`src/rtl/f1_start_sequencer.sv`:
```
// f1_start_sequencer
//   F1 start-light sequencer with reaction timer. A trigger in IDLE starts
//   the lamp fill (one lamp per tick, bit 0 first). Once all lamps are lit
//   they are held for a pseudo-random number of ticks taken from a
//   free-running LFSR, then go out together with a one-cycle go pulse. The
//   block then counts clk cycles until stop is pressed and reports the
//   count. A stop before go is a jump start: a sticky flag is set and the
//   sequence aborts.
//
// Parameters
//   N_LIGHTS : number of lamps (>=1)
//   LFSR_W   : delay LFSR width (>=2). Maximal-length taps for 2..16.
//   SEED     : LFSR reset value (nonzero)
//   CNT_W    : reaction counter width
//
// Ports
//   clk, rst         : clock, asynchronous active-high reset
//   tick_i           : one-cycle step enable from the prescaler
//   trigger_i        : start request, accepted only in IDLE
//   stop_i           : driver button
//   lights_o         : thermometer lamp pattern
//   go_o             : one-cycle pulse when the lamps go out
//   busy_o           : high whenever not IDLE
//   delay_o          : hold length (ticks) of the current/last start
//   react_valid_o    : one-cycle pulse qualifying react_time_o
//   react_time_o     : last measured reaction in clk cycles (saturating)
//   jump_start_o     : sticky jump-start flag, cleared by the next start
module f1_start_sequencer #(
   parameter int N_LIGHTS = 8,
   parameter int LFSR_W   = 7,
   parameter int SEED     = 1,
   parameter int CNT_W    = 16
) (
   input  logic                clk,
   input  logic                rst,
   input  logic                tick_i,
   input  logic                trigger_i,
   input  logic                stop_i,
   output logic [N_LIGHTS-1:0] lights_o,
   output logic                go_o,
   output logic                busy_o,
   output logic [LFSR_W-1:0]   delay_o,
   output logic                react_valid_o,
   output logic [CNT_W-1:0]    react_time_o,
   output logic                jump_start_o
);

   // Fibonacci tap masks (bit i = x^(i+1) term) for maximal-length
   // polynomials; 7 bits gives x^7+x^6+1.
   function automatic logic [31:0] lfsr_taps(input int w);
      case (w)
         2:       return 32'h0003;
         3:       return 32'h0006;
         4:       return 32'h000C;
         5:       return 32'h0014;
         6:       return 32'h0030;
         7:       return 32'h0060;
         8:       return 32'h00B8;
         9:       return 32'h0110;
         10:      return 32'h0240;
         11:      return 32'h0500;
         12:      return 32'h0E08;
         13:      return 32'h1C80;
         14:      return 32'h3802;
         15:      return 32'h6000;
         16:      return 32'hD008;
         // Outside the table: top two bits. Still never reaches zero from a
         // nonzero seed, but the period is not guaranteed maximal.
         default: return 32'h3 << (w - 2);
      endcase
   endfunction

   localparam logic [LFSR_W-1:0]   TAPS    = LFSR_W'(lfsr_taps(LFSR_W));
   localparam logic [LFSR_W-1:0]   SEED_V  = LFSR_W'(SEED);
   localparam logic [LFSR_W-1:0]   HOLD_1  = LFSR_W'(1);
   localparam logic [N_LIGHTS-1:0] LAMP0   = N_LIGHTS'(1);
   localparam logic [CNT_W-1:0]    CNT_ONE = CNT_W'(1);

   typedef enum logic [1:0] {IDLE, FILL, HOLD, RACE} state_e;

   state_e              state_q, state_d;
   logic [LFSR_W-1:0]   lfsr_q, lfsr_d;
   logic [LFSR_W-1:0]   hold_q, hold_d;
   logic [LFSR_W-1:0]   delay_q, delay_d;
   logic [CNT_W-1:0]    race_q, race_d;
   logic [CNT_W-1:0]    rt_q, rt_d;
   logic [N_LIGHTS-1:0] lights_q, lights_d;
   logic                go_q, go_d;
   logic                busy_q, busy_d;
   logic                rv_q, rv_d;
   logic                js_q, js_d;

   always_ff @(posedge clk or posedge rst) begin
      if (rst) begin
         state_q  <= IDLE;
         lfsr_q   <= SEED_V;
         hold_q   <= '0;
         delay_q  <= '0;
         race_q   <= '0;
         rt_q     <= '0;
         lights_q <= '0;
         go_q     <= 1'b0;
         busy_q   <= 1'b0;
         rv_q     <= 1'b0;
         js_q     <= 1'b0;
      end else begin
         state_q  <= state_d;
         lfsr_q   <= lfsr_d;
         hold_q   <= hold_d;
         delay_q  <= delay_d;
         race_q   <= race_d;
         rt_q     <= rt_d;
         lights_q <= lights_d;
         go_q     <= go_d;
         busy_q   <= busy_d;
         rv_q     <= rv_d;
         js_q     <= js_d;
      end
   end

   always_comb begin
      state_d  = state_q;
      lfsr_d   = {lfsr_q[LFSR_W-2:0], ^(lfsr_q & TAPS)};
      hold_d   = hold_q;
      delay_d  = delay_q;
      race_d   = race_q;
      rt_d     = rt_q;
      lights_d = lights_q;
      go_d     = 1'b0;
      rv_d     = 1'b0;
      js_d     = js_q;

      case (state_q)
         IDLE: begin
            if (trigger_i) begin
               state_d  = FILL;
               lights_d = '0;
               js_d     = 1'b0;
            end
         end
         FILL, HOLD: begin
            if (stop_i) begin
               // Jump start: stop wins over a coincident tick.
               state_d  = IDLE;
               lights_d = '0;
               js_d     = 1'b1;
            end else if (tick_i) begin
               if (state_q == FILL) begin
                  // The pattern itself is the lamp count: shift in a one.
                  lights_d = (lights_q << 1) | LAMP0;
                  if (&lights_d) begin
                     state_d = HOLD;
                     delay_d = lfsr_q;
                     hold_d  = lfsr_q;
                  end
               end else if (hold_q == HOLD_1) begin
                  state_d  = RACE;
                  lights_d = '0;
                  go_d     = 1'b1;
                  race_d   = '0;
               end else begin
                  hold_d = hold_q - HOLD_1;
               end
            end
         end
         RACE: begin
            if (stop_i) begin
               state_d = IDLE;
               rt_d    = race_q;
               rv_d    = 1'b1;
            end else if (race_q != '1) begin
               race_d = race_q + CNT_ONE;
            end
         end
         default: state_d = IDLE;
      endcase

      busy_d = (state_d != IDLE);
   end

   assign lights_o      = lights_q;
   assign go_o          = go_q;
   assign busy_o        = busy_q;
   assign delay_o       = delay_q;
   assign react_valid_o = rv_q;
   assign react_time_o  = rt_q;
   assign jump_start_o  = js_q;

endmodule

```
`config.mk`:
```
export PLATFORM = sky130hd
export DESIGN_NAME = f1_start_sequencer
export DESIGN_NICKNAME = d
export VERILOG_FILES = /design/src/rtl/f1_start_sequencer.sv
export SDC_FILE = /design/constraint.sdc
export NUM_CORES = 1
export LEC_CHECK = 0
export CORE_ASPECT_RATIO = 0.7
export CORE_MARGIN = 10
export CORE_UTILIZATION = 40
export CTS_BUF_LIST = sky130_fd_sc_hd__clkbuf_8
export CTS_CLUSTER_DIAMETER = 30
export DETAILED_ROUTE_END_ITERATION = 7
export PLACE_DENSITY = 0.65
export SKIP_CTS_REPAIR_TIMING = 1
export SLEW_MARGIN = 25
export SYNTH_ARGS = -nofsm -noshare
export SYNTH_HDL_FRONTEND = slang
export SYNTH_SLANG_ARGS = --single-unit
```
`constraint.sdc`:
```
create_clock -name clk -period 3.1 [get_ports clk]
set_clock_uncertainty 0.15 [all_clocks]
set_input_delay 0.465 -clock clk [delete_from_list [all_inputs] [get_ports clk]]
set_output_delay 0.465 -clock clk [all_outputs]
set_load 0.02 [all_outputs]
```
Word level (Yosys, flattened, before mapping)
Index checks and enable logic that the tools add are counted.
{"block": "word_totals", "regBits": 67, "inputBits": 5, "out_inout_bits": 35}
{"block": "classes", "n_addsub": 2, "n_eq_ne": 17, "mux": 34, "n_bitwise": 1, "n_reduce_logical": 13}
{"cell": "16-bit 2-to-1 mux", "count": 6}
{"cell": "8-bit 2-to-1 mux", "count": 5}
{"cell": "16-bit case mux with 2 select lines", "count": 1}
{"cell": "7-bit 2-to-1 mux", "count": 3}
{"cell": "2-bit != test (second input constant)", "count": 9}
{"cell": "16-bit by 1-bit adder with 16-bit output (second input constant)", "count": 1}
{"cell": "16-bit != test (second input constant)", "count": 1}
{"cell": "8-bit case mux with 2 select lines", "count": 1}
{"cell": "2-bit 2-to-1 mux", "count": 7}
{"cell": "7-bit AND reduction", "count": 2}
{"cell": "11-bit AND reduction", "count": 1}
{"cell": "1-bit 2-to-1 mux", "count": 9}
{"cell": "7-bit by 1-bit == test with 1-bit output (second input constant)", "count": 1}
{"cell": "7-bit parity", "count": 1}
{"cell": "7-bit by 1-bit subtractor with 7-bit output (second input constant)", "count": 1}
{"cell": "2-bit case mux with 3 select lines", "count": 1}
{"cell": "2-bit nonzero test", "count": 3}
{"cell": "5-bit AND reduction", "count": 1}
{"cell": "2-bit == test (second input constant)", "count": 2}
{"cell": "4-bit != test (second input constant)", "count": 1}
{"cell": "4-bit AND reduction", "count": 1}
{"cell": "3-bit != test (second input constant)", "count": 1}
{"cell": "3-bit AND reduction", "count": 1}
{"cell": "2-bit by 1-bit == test with 1-bit output (second input constant)", "count": 1}
{"cell": "6 further kinds", "count": 6}

Depth between registers and ports, before layout
Gate-level depths: netlist of run 1.
{"block": "depth", "ltp_word": 7, "ltp_mapped": 9, "mapped_depth_nobuf": 7}

Least setup slack after synthesis of run 1
OpenSTA, ideal clock, no wires.
{"block": "synth_path", "kind": "register to register", "startpoint": "reg state_q[0]", "endpoint": "reg hold_q[3]", "setup_ps": 129, "arrival_ps": 1826, "t_required_ps": 2821, "setup_slack_ps": 996, "path_stages_with_launch": 9, "n_path_buf": 1, "period_less_slack_ps": 2104, "cell_sequence": "dfrtp_1 -> inv_1 -> ha_1 -> inv_1 -> or3_1 -> o21bai_1 -> buf_4 -> o21ai_0 -> o21ai_0"}
{"block": "synth_via", "elab_chain_len": 3, "elab_cells_between_ends": 7, "classes_between": "eq/ne (4); mux (1); reduce/logical (2)"}
{"element": "from (decl)", "line_no": "81", "rtl": "state_e state_q, state_d;"}
{"element": "from (signal assigned)", "line_no": "107", "rtl": "state_q <= state_d;"}
{"element": "2-bit by 1-bit == test with 1-bit output or 2-bit == test (tied branches)", "line_no": "133, 148"}
{"element": "2-bit by 1-bit != test with 1-bit output (no source line) (tied with other cells)"}
{"element": "5-bit AND reduction (no source line)"}
{"element": "to (signal assigned)", "line_no": "109", "rtl": "hold_q <= hold_d;"}
{"element": "to (decl)", "line_no": "83", "rtl": "logic [LFSR_W-1:0] hold_q, hold_d;"}
Several ways; a longest one is shown, not always the timed one.
A chain may end at the register's enable or synchronous reset.

Final worst setup path of run 1
{"block": "layout_path", "startpoint": "reg state_q[0]", "endpoint": "reg hold_q[0]"}
The elaborated chain is that of the path after synthesis.

==> run_results.csv, run 1 <==
group,metric,value,unit
pwr,totalPowerFinal,2.36,mW
worst_setup_path,crit_type,"flop to flop",
layout,num-fill-cells,705,
synth,ys_seq_area_share,52.8,%
synth,netlist_instances,296,
floorplanning,die_h,94.5,um
clocking,h-tree-depth,3,
drt,drc_errors,0,
pwr,seqPwrFrac,45.4,%
sta,tns,0,ps
worst_setup_path,ff2ff_setup_slack,580,ps
worst_setup_path,startpoint_type,"flop",
global_route,antenna_found_initial,0,
sta,worst_pin_slew,840,ps
drt,drt_iter0_drc,165,
sta,slew_headroom,43.9,%
drt,wl_per_cell,16.5,um
sta,rsz0062_at_grt,"no",
placed_design,place_inst,431,
clocking,clock_sinks,67,
sta,hold_slack,259,ps
synth,avgSynthCellArea,10.7,um^2
synth,ys_seq_elements,67,
sta,fin_crit_sh,81.4,%
synth,synth.cell_area,3180,um^2
floorplanning,die_w,126,um
worst_setup_path,cp-end-kind,"flop",
placed_design,io_buffers,39,
drt,wl_met2,2870,um
sta,slew_violations,0,
pwr,p_int,1.53,mW
clocking,cts_buffers,9,
drt,wl_met1,3740,um
worst_hold_path,min_path_type,"flop to flop",
synth,synth_edf_count,0,
floorplanning,boundaryPins,40,
pwr,power-per-cell-area,614,nW/um^2
synth,syn_nets,309,
layout,drive_gt1_share,13.6,%
floorplanning,placeableCoreArea,7800,um^2
global_route,grt_usage,12.7,%
sta,fmax,396,MHz
clocking,clock-root-buffer,"clkbuf_8",
sta,post-route-min-period,2520,ps
synth,synth_top_area_share,52.0,%
layout,diodes,0,
placed_design,place_hpwl,5150,um
worst_setup_path,crit_arrival,2630,ps
worst_hold_path,holdPathStages,0,
pwr,pwr-share-clk,26.2,%
synth,synth.area.top_cells,"dfrtp_1 52%, mux2_2 6.7%, o21ai_0 4.3%",
pwr,p_leak,1.71,nW
sta,hold_viol,0,
floorplanning,num_rows,27,
job,drv_cap,0,
floorplanning,die-area,12000,um^2
drt,highest_layer,"met4",
run_status,outcome,"finished clean",
placed_design,routabilityCongestion,0.886,
global_route,grt_max_degree,68,
drt,met3_length,624,um
drt,routed_via_density,5.50,
drt,vias,2453,
floorplanning,initial_core_util,40.7,%
drt,first_pass_iters,5,
worst_setup_path,reg2reg_to,"hold_q[0]",
clocking,clock_path_buffers,2,
pwr,comb_power_share,28.4,%
drt,ant_nets,0,
synth,yosysWarnings,0,
clocking,cts_tree,"yes",
worst_hold_path,min_to,"lfsr_q[2]",
global_route,grt_pass1_wl,12200,um
global_route,grt_pass1_vias,2288,
worst_hold_path,min_from,"lfsr_q[1]",
global_route,overflow,0,
worst_setup_path,ff2ff_path_depth,7,
sta,setup_viol_count_final,0,
pwr,p_switching,0.835,mW
clocking,clk_latency,340,ps
drt,drt-total-wl,7360,um
worst_setup_path,crit_required,3210,ps
worst_setup_path,r2r_start,"state_q[0]",
layout,final_nets,354,
clocking,cts.clk_slew.worst_paths,70,ps
pwr,switching_share,35.3,%
pwr,max-vdd-ir-drop,214,uV
layout,areaGrowthSynthToFinish,21.2,%
synth,ys.flop_type,"dfrtp_1",
synth,yosys.cell_types.count,51,
synth,post-synth-top-area-cell,"dfrtp_1",
synth,synthArstFlopShare,100,%
layout,instances_no_fill,446,
worst_setup_path,worstPathMaxFanout,15,
[worst max path at each step]
stage / startpoint / end / slack, ps / depth (start not counted)
5_1_grt: state_q[0] / hold_q[0] / 360 / 7
3_3_place_gp: stop_i / hold_q[0] / 450 / 5
2_1_floorplan: rst / busy_o / 800 / 1
6_report: state_q[0] / hold_q[0] / 580 / 7
4_1_cts: state_q[0] / hold_q[0] / 590 / 7
3_5_place_dp: stop_i / hold_q[0] / 410 / 5
[through the flow]
step	setup slack, ps	instance area, um^2	util, %
floorplan	803	3180	-
global placement	446	3690	47.3
detailed placement	409	3690	47.3
CTS	590	3850	49.3
global route	361	3850	49.3
finish	576	3850	49.3
[routing by layer]
layer	up-vias	GRT usage, %
li1	1172	-
met1	1187	18.2
met2	84	16.8
met3	10	4.53
met4	0	4.91
met5	-	0
[critical path, cell delays in order, from the launching register on]
cell	delay [ps]
dfrtp_1	440
inv_1	90
ha_1	370
inv_1	120
or3_1	370
o21bai_1	380
or3_1	410
o211ai_1	90
[registers in the layout (all words and copies together), names as in the netlist]
| signal | flops |
|---|---|
| busy_o | 1 |
| lfsr_q | 7 |
| go_o | 1 |
| delay_o | 7 |
| react_valid_o | 1 |
| hold_q | 7 |
| jump_start_o | 1 |
| lights_o | 8 |
| react_time_o | 16 |
| state_q | 2 |
| race_q | 16 |
[synth_stat cells (2+ instances only)]
master,number
dfrtp_1,66
o21ai_0,27
nand2_1,22
a21oi_1,21
mux2_2,19
nor2_1,17
inv_1,15
a22o_1,8
ha_1,8
nor3_1,7
clkbuf_1,6
nand3_1,6
nand4_1,6
and3_1,5
nand3b_1,5
or3_1,4
a31oi_1,3
and2_1,3
and4_1,3
nand2b_1,3
nor2b_1,3
o31ai_1,3
a211o_1,2
a22oi_1,2
a32oi_1,2
nor3_4,2
o2111ai_1,2
o21bai_1,2
o311ai_0,2
[power groups by stage]
stage               Combinational, mW  Clock (mW)  Sequential [mW]
global route                    0.758       0.679             1.09
detailed placement              0.664           0             1.09
finish                          0.671       0.621             1.07
CTS                             0.671       0.640             1.07
floorplan                       0.429           0             1.11
global placement                0.652           0             1.09
[layout make-up]
type / count / area [um^2] / share of cell area (%)
Timing Repair Buffer: 43 / 433 / 11.2
Clock buffer: 10 / 138 / 3.58
Inverter: 15 / 56.3 / 1.46
Clock inverter: 5 / 22.5 / 0.585
Sequential cell: 67 / 1680 / 43.6
Tap cell: 101 / 126 / 3.28
Multi-Input combinational cell: 205 / 1400 / 36.2
[logic make-up after synthesis]
logic type,count (synthesis),share of synthesized area (%)
fa+ha+maj,8,3.15
buf+inv,24,3.23
compound gates,83,16.9
simple gates,93,16.6
mux,20,7.05
flops,67,52.8
xor+xnor,1,0.276
[placed cells by master (no fill, tap or decap), types with 6 or more instances in the layout]
cell type	count
nor3_1	7
nand2_1	22
ha_1	8
inv_1	16
nand4_1	6
nand3_1	6
a21oi_1	21
nor2_1	17
dfrtp_1	66
mux2_2	19
clkdlybuf4s50_1	39
a22o_1	8
o21ai_0	27
clkbuf_8	10
Note: power is estimated with default switching activity, not from simulation.
==> run 2: changes to the inputs <==
clock period = 2.4 ns   (was 3.1 ns; I/O delays follow)
==> run 2 against run 1 <==
Against the previous run: die area unchanged; worst setup slack worse by 410 ps; global-route usage is 0.14 points higher; critical path type unchanged; critical endpoint is now delay_o[1]; highest routed layer unchanged.
==> run_results.csv, run 2 (same netlist as run 1, synthesis figures left out) <==
group,metric,value,unit
worst_setup_path,endpoint,"delay_o[1]",
layout,seqCellArea,1680,um^2
worst_setup_path,crit_arrival,2320,ps
worst_setup_path,critPathSlowestCell,"dfrtp_1",
clocking,clock_sinks,67,
layout,drive_gt1_share,18.1,%
floorplanning,die-area,12000,um^2
worst_setup_path,crit_required,2490,ps
floorplanning,placeableCoreArea,7800,um^2
layout,diodes,0,
worst_setup_path,cp-end-kind,"flop",
drt,wl_per_cell,16.3,um
worst_setup_path,max_stage_delay,410,ps
worst_setup_path,r2r_start,"state_q[1]",
worst_setup_path,ff2ff_path_depth,6,
sta,rsz0062_at_grt,"no",
layout,final_common_cell,"dfrtp_1",
worst_setup_path,ff2ff_setup_slack,170,ps
clocking,clock-root-buffer,"clkbuf_8",
sta,hold_slack,225,ps
floorplanning,initial_core_util,40.7,%
pwr,p_int,2.24,mW
sta,worst_pin_slew,557,ps
placed_design,io_buffers,39,
run_status,outcome,"finished clean",
pwr,comb_power_share,26.4,%
pwr,p_leak,1.79,nW
floorplanning,die_w,126,um
floorplanning,die_h,94.5,um
clocking,clk_latency,350,ps
sta,post-route-min-period,2230,ps
drt,first_pass_iters,5,
sta,slew_violations,0,
sta,hold_viol,0,
placed_design,place_inst,444,
placed_design,routabilityCongestion,0.844,
clocking,cts_tree,"yes",
drt,routed_via_density,5.43,
layout,multi_input_comb_area,1410,um^2
placed_design,place_hpwl,5390,um
layout,final_nets,367,
drt,ant_nets,0,
layout,num-fill-cells,735,
clocking,h-tree-depth,3,
layout,layout_common_cells,"65 x dfrtp_1, 39 x clkdlybuf4s50_1, 27 x o21ai_0, 22 x nand2_1, 21 x a21oi_1",
pwr,pwr-share-clk,32.0,%
worst_setup_path,crit_type,"flop to flop",
worst_setup_path,worstPathMaxFanout,7,
worst_setup_path,startpoint_type,"flop",
sta,setup_viol_count_final,0,
global_route,grt_usage,12.8,%
global_route,grt_pass1_vias,2421,
worst_setup_path,reg2reg_to,"delay_o[1]",
pwr,power-per-cell-area,831,nW/um^2
worst_hold_path,min_path_type,"input port to async pin",
floorplanning,num_rows,27,
drt,drc_errors,0,
worst_setup_path,path_cells,"inv_1, ha_1, nand4_1, or2_2, nor3_4, mux2_2",
sta,fin_crit_sh,93.0,%
drt,vias,2500,
drt,drt-total-wl,7490,um
global_route,grt_max_degree,68,
global_route,grt_pass1_wl,12400,um
floorplanning,boundaryPins,40,
sta,tns,0,ps
drt,drt_iter0_drc,194,
global_route,antenna_found_initial,0,
pwr,max-vdd-ir-drop,332,uV
layout,instances_no_fill,460,
job,drv_cap,0,
sta,slew_headroom,62.7,%
clocking,cts_buffers,9,
pwr,seqPwrFrac,41.6,%
pwr,switching_share,33.1,%
global_route,overflow,0,
layout,areaGrowthSynthToFinish,26.8,%
pwr,p_switching,1.11,mW
sta,fmax,448,MHz
worst_setup_path,crit_start,"state_q[1]",
clocking,clock_path_buffers,2,
clocking,cts.clk_slew.worst_paths,80,ps
[run 2: cell count changes in the layout (fill, tap and decap cells not counted), moves of 2 or more]
| cell | delta |
|---|---|
| clkinv_2 | -2 |
| clkinvlp_4 | +2 |
| inv_1 | -2 |
| buf_4 | +13 |
| bufinv_16 | +2 |
[run 2: routing by layer]
layer	global-route usage (%)	vias to the layer above	share of wire (%)	wire, um
met4	5.67	0	1.7	125
li1	-	1200	-	-
met5	0	-	0	0
met3	5.37	11	8.8	658
met2	17.5	83	42	3120
met1	17.3	1206	48	3580
[run 2: power by group through the flow]
stage	registers (mW)	logic (mW)	clock network, mW
6_report	1.39	0.882	1.07
5_1_grt	1.42	0.989	1.15
4_1_cts	1.39	0.885	1.10
3_5_place_dp	1.41	0.881	0
3_3_place_gp	1.40	0.867	0
2_1_floorplan	1.44	0.554	0
[run 2: how the worst min path moves through the flow]
stage	end	slack, ps	depth (start not counted)
after floorplan	lfsr_q[4]	220	0
after global placement	lfsr_q[2]	240	0
after detailed placement	lfsr_q[2]	230	0
after CTS	lfsr_q[6]	250	3
after global routing	delay_o[6]	250	3
final	lfsr_q[6]	220	3
[run 2: cell type report]
cell class              count  share of cell area, %
clock buffers              10                   3.42
clock inverters             6                   2.21
inverters                  15                   1.40
multi-input cells         205                   34.9
flip-flops and latches     67                   41.7
well taps                 101                   3.14
repair buffers             56                   13.2
[run 2: per-stage QoR]
| stage | util [%] | worst slack [ps] | total power [mW] | cell area (um^2) |
|---|---|---|---|---|
| finish | 51.6 | 168 | 3.34 | 4030 |
| global route | 51.6 | 7.94 | 3.55 | 4030 |
| CTS | 51.4 | 65.1 | 3.38 | 4010 |
| floorplan | - | 208 | 1.99 | 3180 |
| global placement | 48.5 | 167 | 2.27 | 3790 |
| detailed placement | 48.5 | 76.2 | 2.29 | 3790 |
[run 2: worst max-delay path: cells and delay by family, from the launching register on]
family	cells	cell delay (ps)
AND/OR/NAND/NOR	3	830
flip-flops	1	410
multiplexers	1	390
adder cells (fa/ha/maj)	1	220
buffers and inverters	1	130
